==> config.mk <==
export PLATFORM = sky130hd
export DESIGN_NAME = uart_tx_arb
export DESIGN_NICKNAME = d
export VERILOG_FILES = /design/src/rtl/uart_tx_arb_pkg.sv /design/src/rtl/uart_tx_arb_picker.sv /design/src/rtl/uart_tx_arb.sv
export SDC_FILE = /design/constraint.sdc
export NUM_CORES = 1
export LEC_CHECK = 0
export ABC_AREA = 0
export BUFFER_PORTS_ARGS = -buffer_cell sky130_fd_sc_hd__buf_2
export CORE_ASPECT_RATIO = 0.8
export CORE_UTILIZATION = 35
export CTS_CLUSTER_DIAMETER = 60
export DETAILED_ROUTE_END_ITERATION = 16
export RECOVER_POWER = 100
export SLEW_MARGIN = 15
export SYNTH_ARGS = -nofsm -noshare
export SYNTH_HDL_FRONTEND = slang
export SYNTH_SLANG_ARGS = --single-unit
export TNS_END_PERCENT = 50
==> constraint.sdc <==
create_clock -name clk -period 5.5 [get_ports clk]
set_input_delay 0 -clock clk [delete_from_list [all_inputs] [get_ports clk]]
set_output_delay 0 -clock clk [all_outputs]
set_load 0.01 [all_outputs]
==> src/rtl/uart_tx_arb_pkg.sv <==
`default_nettype none
// ============================================================================
//  Module      : uart_defs (package)
//  Description : Shared types and helpers for the UART transmit arbiter and
//                future UART byte-stream muxing blocks.
//                - ArbState_t : arbiter FSM encoding
//                - pick_t     : result of a round-robin pick (found + index)
//                - rr_pick()  : circular priority scan over up to 8 requesters
//  Revision    : 1.0 - initial release
// ============================================================================
package uart_defs;

    // Largest requester count the shared picker supports (index fits 3 bits).
    localparam int unsigned c_MAX_REQ = 8;

    typedef enum logic [0:0] {
        IDLE  = 1'b0,
        GRANT = 1'b1
    } ArbState_t;

    typedef struct packed {
        logic       found;
        logic [2:0] idx;
    } pick_t;

    // Scan mask upward starting at ptr+1, wrapping at nreq. The candidate is
    // folded back into range with a single subtraction since ptr < nreq and
    // k <= nreq guarantee ptr+k < 2*nreq.
    function automatic pick_t rr_pick(input logic [7:0] mask,
                                      input logic [2:0] ptr,
                                      input logic [3:0] nreq);
        pick_t      res;
        logic [3:0] cand;
        res = '0;
        for (int k = 1; k <= 8; k++) begin
            cand = {1'b0, ptr} + 4'(k);
            if (cand >= nreq) begin
                cand = cand - nreq;
            end
            if ((4'(k) <= nreq) && !res.found && mask[cand[2:0]]) begin
                res.found = 1'b1;
                res.idx   = cand[2:0];
            end
        end
        return res;
    endfunction

endpackage
`default_nettype wire

==> src/rtl/uart_tx_arb_picker.sv <==
`default_nettype none
// ============================================================================
//  Module      : uart_rr_picker
//  Description : Combinational circular priority encoder. Returns the first
//                set bit of mask scanning upward from ptr+1 with wraparound.
//  Ports       : mask  [NREQ-1:0]        in  candidate requesters
//                ptr   [$clog2(NREQ)-1:0] in  last winner (lowest priority)
//                idx   [$clog2(NREQ)-1:0] out selected requester
//                found                    out at least one candidate present
//  Revision    : 1.0 - initial release
// ============================================================================
module uart_rr_picker
    import uart_defs::*;
#(
    parameter int NREQ = 4
) (
    input  logic [NREQ-1:0]         mask,
    input  logic [$clog2(NREQ)-1:0] ptr,
    output logic [$clog2(NREQ)-1:0] idx,
    output logic                    found
);

    localparam int IW = $clog2(NREQ);

    pick_t w_pick;

    assign w_pick = rr_pick(8'(mask), 3'(ptr), 4'(NREQ));
    assign idx    = IW'(w_pick.idx);
    assign found  = w_pick.found;

endmodule
`default_nettype wire

==> src/rtl/uart_tx_arb.sv <==
`default_nettype none
// ============================================================================
//  Module      : uart_tx_arb
//  Description : Round-robin, packet-locked arbiter sharing one UART
//                transmitter byte interface among NREQ byte-stream requesters.
//                A grant is held until the last byte of a packet, MAX_BURST
//                bytes, or TIMEOUT idle cycles of the granted requester.
//  Ports       : clk, rst (sync, active-high)
//                req_en_i / req_d_i / req_valid_i / req_last_i / req_ready_o :
//                    per-requester byte streams (byte i at [8i+7:8i])
//                tx_d_o / tx_d_valid_o / tx_d_ready_i : transmitter byte port
//                grant_o (one-hot), busy_o, timeout_o (pulse), timeout_id_o
//  Revision    : 1.0 - initial release
// ============================================================================
module uart_tx_arb
    import uart_defs::*;
#(
    parameter int NREQ      = 4,
    parameter int MAX_BURST = 16,
    parameter int TIMEOUT   = 64
) (
    input  logic                    clk,
    input  logic                    rst,
    input  logic [NREQ-1:0]         req_en_i,
    input  logic [NREQ*8-1:0]       req_d_i,
    input  logic [NREQ-1:0]         req_valid_i,
    input  logic [NREQ-1:0]         req_last_i,
    output logic [NREQ-1:0]         req_ready_o,
    output logic [7:0]              tx_d_o,
    output logic                    tx_d_valid_o,
    input  logic                    tx_d_ready_i,
    output logic [NREQ-1:0]         grant_o,
    output logic                    busy_o,
    output logic                    timeout_o,
    output logic [$clog2(NREQ)-1:0] timeout_id_o
);

    localparam int IW = $clog2(NREQ);
    localparam int BW = $clog2(MAX_BURST + 1);
    localparam int CW = $clog2(TIMEOUT + 1);

    localparam logic [IW-1:0]   c_RR_INIT    = IW'(NREQ - 1);
    localparam logic [BW-1:0]   c_BURST_LAST = BW'(MAX_BURST - 1);
    localparam logic [BW-1:0]   c_BURST_MAX  = BW'(MAX_BURST);
    localparam logic [CW-1:0]   c_IDLE_LAST  = CW'(TIMEOUT - 1);
    localparam logic [NREQ-1:0] c_ONE        = NREQ'(1);

    ArbState_t       r_state;
    logic [NREQ-1:0] r_grant;
    logic [IW-1:0]   r_gidx;
    logic [IW-1:0]   r_rr_ptr;
    logic [BW-1:0]   r_burst_cnt;
    logic [CW-1:0]   r_idle_cnt;
    logic            r_timeout;
    logic [IW-1:0]   r_timeout_id;

    logic [IW-1:0]   w_pick_idx;
    logic            w_pick_found;
    logic            w_busy;
    logic            w_gvalid;
    logic            w_hs;
    logic            w_last;

    uart_rr_picker #(
        .NREQ (NREQ)
    ) u_picker (
        .mask  (req_valid_i & req_en_i),
        .ptr   (r_rr_ptr),
        .idx   (w_pick_idx),
        .found (w_pick_found)
    );

    assign w_busy   = (r_state == GRANT);
    assign w_gvalid = w_busy & req_valid_i[r_gidx];
    assign w_hs     = w_gvalid & tx_d_ready_i;
    assign w_last   = req_last_i[r_gidx];

    // Zero-latency pass-through of the granted requester; everything is
    // quiet while idle so tx_d_valid_o can never assert without a grant.
    always_comb begin
        tx_d_o       = '0;
        tx_d_valid_o = 1'b0;
        req_ready_o  = '0;
        if (w_busy) begin
            for (int i = 0; i < NREQ; i++) begin
                if (r_gidx == IW'(i)) begin
                    tx_d_o = req_d_i[i*8 +: 8];
                end
            end
            tx_d_valid_o        = req_valid_i[r_gidx];
            req_ready_o[r_gidx] = tx_d_ready_i;
        end
    end

    always_ff @(posedge clk) begin
        if (rst) begin
            r_state      <= IDLE;
            r_grant      <= '0;
            r_gidx       <= '0;
            r_rr_ptr     <= c_RR_INIT;
            r_burst_cnt  <= '0;
            r_idle_cnt   <= '0;
            r_timeout    <= 1'b0;
            r_timeout_id <= '0;
        end else begin
            r_timeout <= 1'b0;
            case (r_state)
                IDLE: begin
                    if (w_pick_found) begin
                        r_state     <= GRANT;
                        r_grant     <= c_ONE << w_pick_idx;
                        r_gidx      <= w_pick_idx;
                        r_rr_ptr    <= w_pick_idx;
                        r_burst_cnt <= '0;
                        r_idle_cnt  <= '0;
                    end
                end
                GRANT: begin
                    // A ready-low stall (valid high, no handshake) touches
                    // neither counter, so a slow transmitter never times out.
                    if (w_hs) begin
                        if (r_burst_cnt != c_BURST_MAX) begin
                            r_burst_cnt <= r_burst_cnt + BW'(1);
                        end
                        r_idle_cnt <= '0;
                        if (w_last || (r_burst_cnt == c_BURST_LAST)) begin
                            r_state <= IDLE;
                            r_grant <= '0;
                        end
                    end else if (!w_gvalid) begin
                        if (r_idle_cnt == c_IDLE_LAST) begin
                            r_state      <= IDLE;
                            r_grant      <= '0;
                            r_timeout    <= 1'b1;
                            r_timeout_id <= r_gidx;
                        end else begin
                            r_idle_cnt <= r_idle_cnt + CW'(1);
                        end
                    end
                end
                default: begin
                    r_state <= IDLE;
                    r_grant <= '0;
                end
            endcase
        end
    end

    assign grant_o      = r_grant;
    assign busy_o       = w_busy;
    assign timeout_o    = r_timeout;
    assign timeout_id_o = r_timeout_id;

endmodule
`default_nettype wire
==> metrics <==
detailed-route vias per instance=5.512; endpoints failing setup=0; core box area=5007 um^2; pwr/cell area=405.3 nW/um^2; DR WL/cell=14.81 um; Chip Height=66.55 um; antenna violations before repair=0; Buffers on Ports=67; CP Class=reg2reg; CTS sink cnt=24; total global-route track usage=0.1726; synthesized cell area=1823 um^2; Top FF cell, synth=dfxtp_1; post-CTS setup buffers=0; DRC viols=0; worst path required time=5.67 ns; 1st-iter DRT viols=86; most frequent cells in the layout=buf_2 (52), dfxtp_1 (24), nor2_1 (21); Slew HR=0.4972; cell family with most CP delay=compound AO/OA/AOI/OAI gates; crit path cell chain=inv_1 -> ha_1 -> o21ba_1 -> nor4_1 -> a21o_1 -> nand2b_1 -> a2111oi_4; Clk Tree Root Cell=clkbuf_8; CTS resizes=0; outcome=finished clean; IO Count=68; cell taking the most area after synthesis=dfxtp_1; pin count of the biggest net entering global routing=22; setup TNS=0 ns; Total Power=876.8 uW; Chip Width=82.69 um; #FFs+latches synth=24; Mean Syn Cell Area=8.980 um^2; Worst-Skew Late Latency=0.26 ns; P&R area growth vs syn=18.67%; Die Footprint=5503 um^2; TritonCTS clock tree=built; critical path arrival=3.44 ns; first-pass GRT wire length=7258 um; vias in the first global route=1,534; Clk pin slew, worst setup/hold paths=0.08 ns; top-area cell type share of the netlist area=0.2636; gr ovfl total=0; CTS hold repair buffers=0; filler instances=519; Worst Path Buf+Inv=1; Inserted Clock Buffers=3; CP max-delay cell=nor4_1; most common cell after layout, fill and taps aside=buf_2; WL final=4800 um; number of synthesized flops with an enable pin=0; Final nets=318; register area share after synthesis=0.2636; CTS H-Tree Depth=1; Post-Layout Cell Count=324; min cycle time layout=3.268 ns; clk_skew=0.002618 ns; Post-DP HPWL=3732 um; Antenna diodes=0; Fmax=0.3060 GHz; Initial Utilization=0.3641; cell types occupying the most area after synthesis=dfxtp_1 (26%), mux4_2 (12%), ha_1 (4.8%); Yosys cell types=55; RSZ-0062 raised after global routing=no; Synth Instances=203; clk buf depth=2; placed cell count=321; Worst Setup End Kind=flip-flop; Max-Cap Viols=0; Slew Viols, Final=0; Hold WC Path Type=in2reg; row cnt=23; Critical Path Max Stage Delay=0.67 ns; First-pass DRT Iterations=4; via count=1,786; Syn Nets=257; fraction of synthesis flops using an asynchronous set or reset pin=0; P_leak=0.8714 nW; ANT nets after route=0; yosys warns=0; CP Launch Type=flip-flop; Worst-Margin Slew=0.7473 ns; Final period util=0.5941; Crit Path Max Fanout=17; share of cells above drive strength 1=0.2748; GPL Wtd Cong=0.8241; worst vdd ir=0.1988 mV; Final Hold Vio Count=0
## registers in the layout, indices dropped and copies added, names as in the netlist
name / cells
timeout_id_o: 2
r_idle_cnt: 7
r_gidx: 2
grant_o: 4
r_rr_ptr: 2
r_burst_cnt: 5
timeout_o: 1
busy_o: 1
## report_power, final
| part | leakage (nW) | total (mW) | switching (mW) | internal [mW] |
|---|---|---|---|---|
| Combinational | 0.655 | 0.497 | 0.273 | 0.225 |
| Clock | 0.0216 | 0.104 | 0.0551 | 0.0490 |
| Sequential | 0.195 | 0.275 | 0.0712 | 0.204 |
| Total | 0.871 | 0.877 | 0.399 | 0.478 |
## final timing paths
kind                            slack [ns]                startpoint  cells after the start                           to
worst max-delay path                  2.23  r_rr_ptr[0]$_SDFFE_PP1P_                      7   r_idle_cnt[6]$_SDFFE_PP0P_
worst min-delay path                  0.10                       rst                      2  r_burst_cnt[4]$_SDFFE_PP0P_
worst min register to register        0.49   grant_o[1]$_SDFFE_PP0P_                      1      grant_o[1]$_SDFFE_PP0P_
worst max register to register        2.23  r_rr_ptr[0]$_SDFFE_PP1P_                      7   r_idle_cnt[6]$_SDFFE_PP0P_
## per-layer routing
| layer | global-route usage | vias to the layer above | routed length [um] |
|---|---|---|---|
| met1 | 0.2388 | 822 | 2329 |
| met5 | 0 | - | 0 |
| met2 | 0.2807 | 72 | 2017 |
| li1 | - | 890 | - |
| met4 | 0.01940 | 0 | 14 |
| met3 | 0.03699 | 2 | 439 |
## cells in the mapped netlist, types with 3 or more instances
cell type  instances
a32o_1             4
o211ai_1           3
nand2b_1           3
a211oi_1           3
nor2b_1            4
nor2_1            21
nand3_1            7
nor3_1             4
and3_1             3
and2_1             9
o22ai_1            3
a21oi_1           11
inv_1             10
ha_1               7
buf_6              3
mux4_2            10
clkbuf_1           5
dfxtp_1           24
mux2i_1            4
o21a_1             3
nand2_1           18
## stage by stage
stage          hold slack, ns  instance area (um^2)  worst slack, ns    util
2_1_floorplan          0.1430                  1823            3.152       -
3_3_place_gp           0.3685                  2170            2.837  0.4333
3_5_place_dp           0.3770                  2170            2.746  0.4333
4_1_cts               0.09639                  2211            2.732  0.4415
5_1_grt                0.1215                  2163            1.939  0.4320
6_report               0.1007                  2163            2.232  0.4320
## cell families after synthesis
group / synth area share
buffers and inverters: 0.05696
flip-flops: 0.2636
multiplexers: 0.1579
AND/OR/NAND/NOR: 0.2292
adder cells (fa/ha/maj): 0.04804
AO/OA/AOI/OAI: 0.2347
XOR/XNOR: 0.009611
## final cells by class
class / count / area, um^2 / share of cell area
Clock buffer: 3 / 41.29 / 0.01909
Tap cell: 62 / 77.57 / 0.03586
Inverter: 10 / 37.54 / 0.01735
Timing Repair Buffer: 67 / 316.6 / 0.1463
Multi-Input combinational cell: 158 / 1210 / 0.5593
Sequential cell: 24 / 480.5 / 0.2221
No activity file was read; power rests on OpenSTA's default activity.
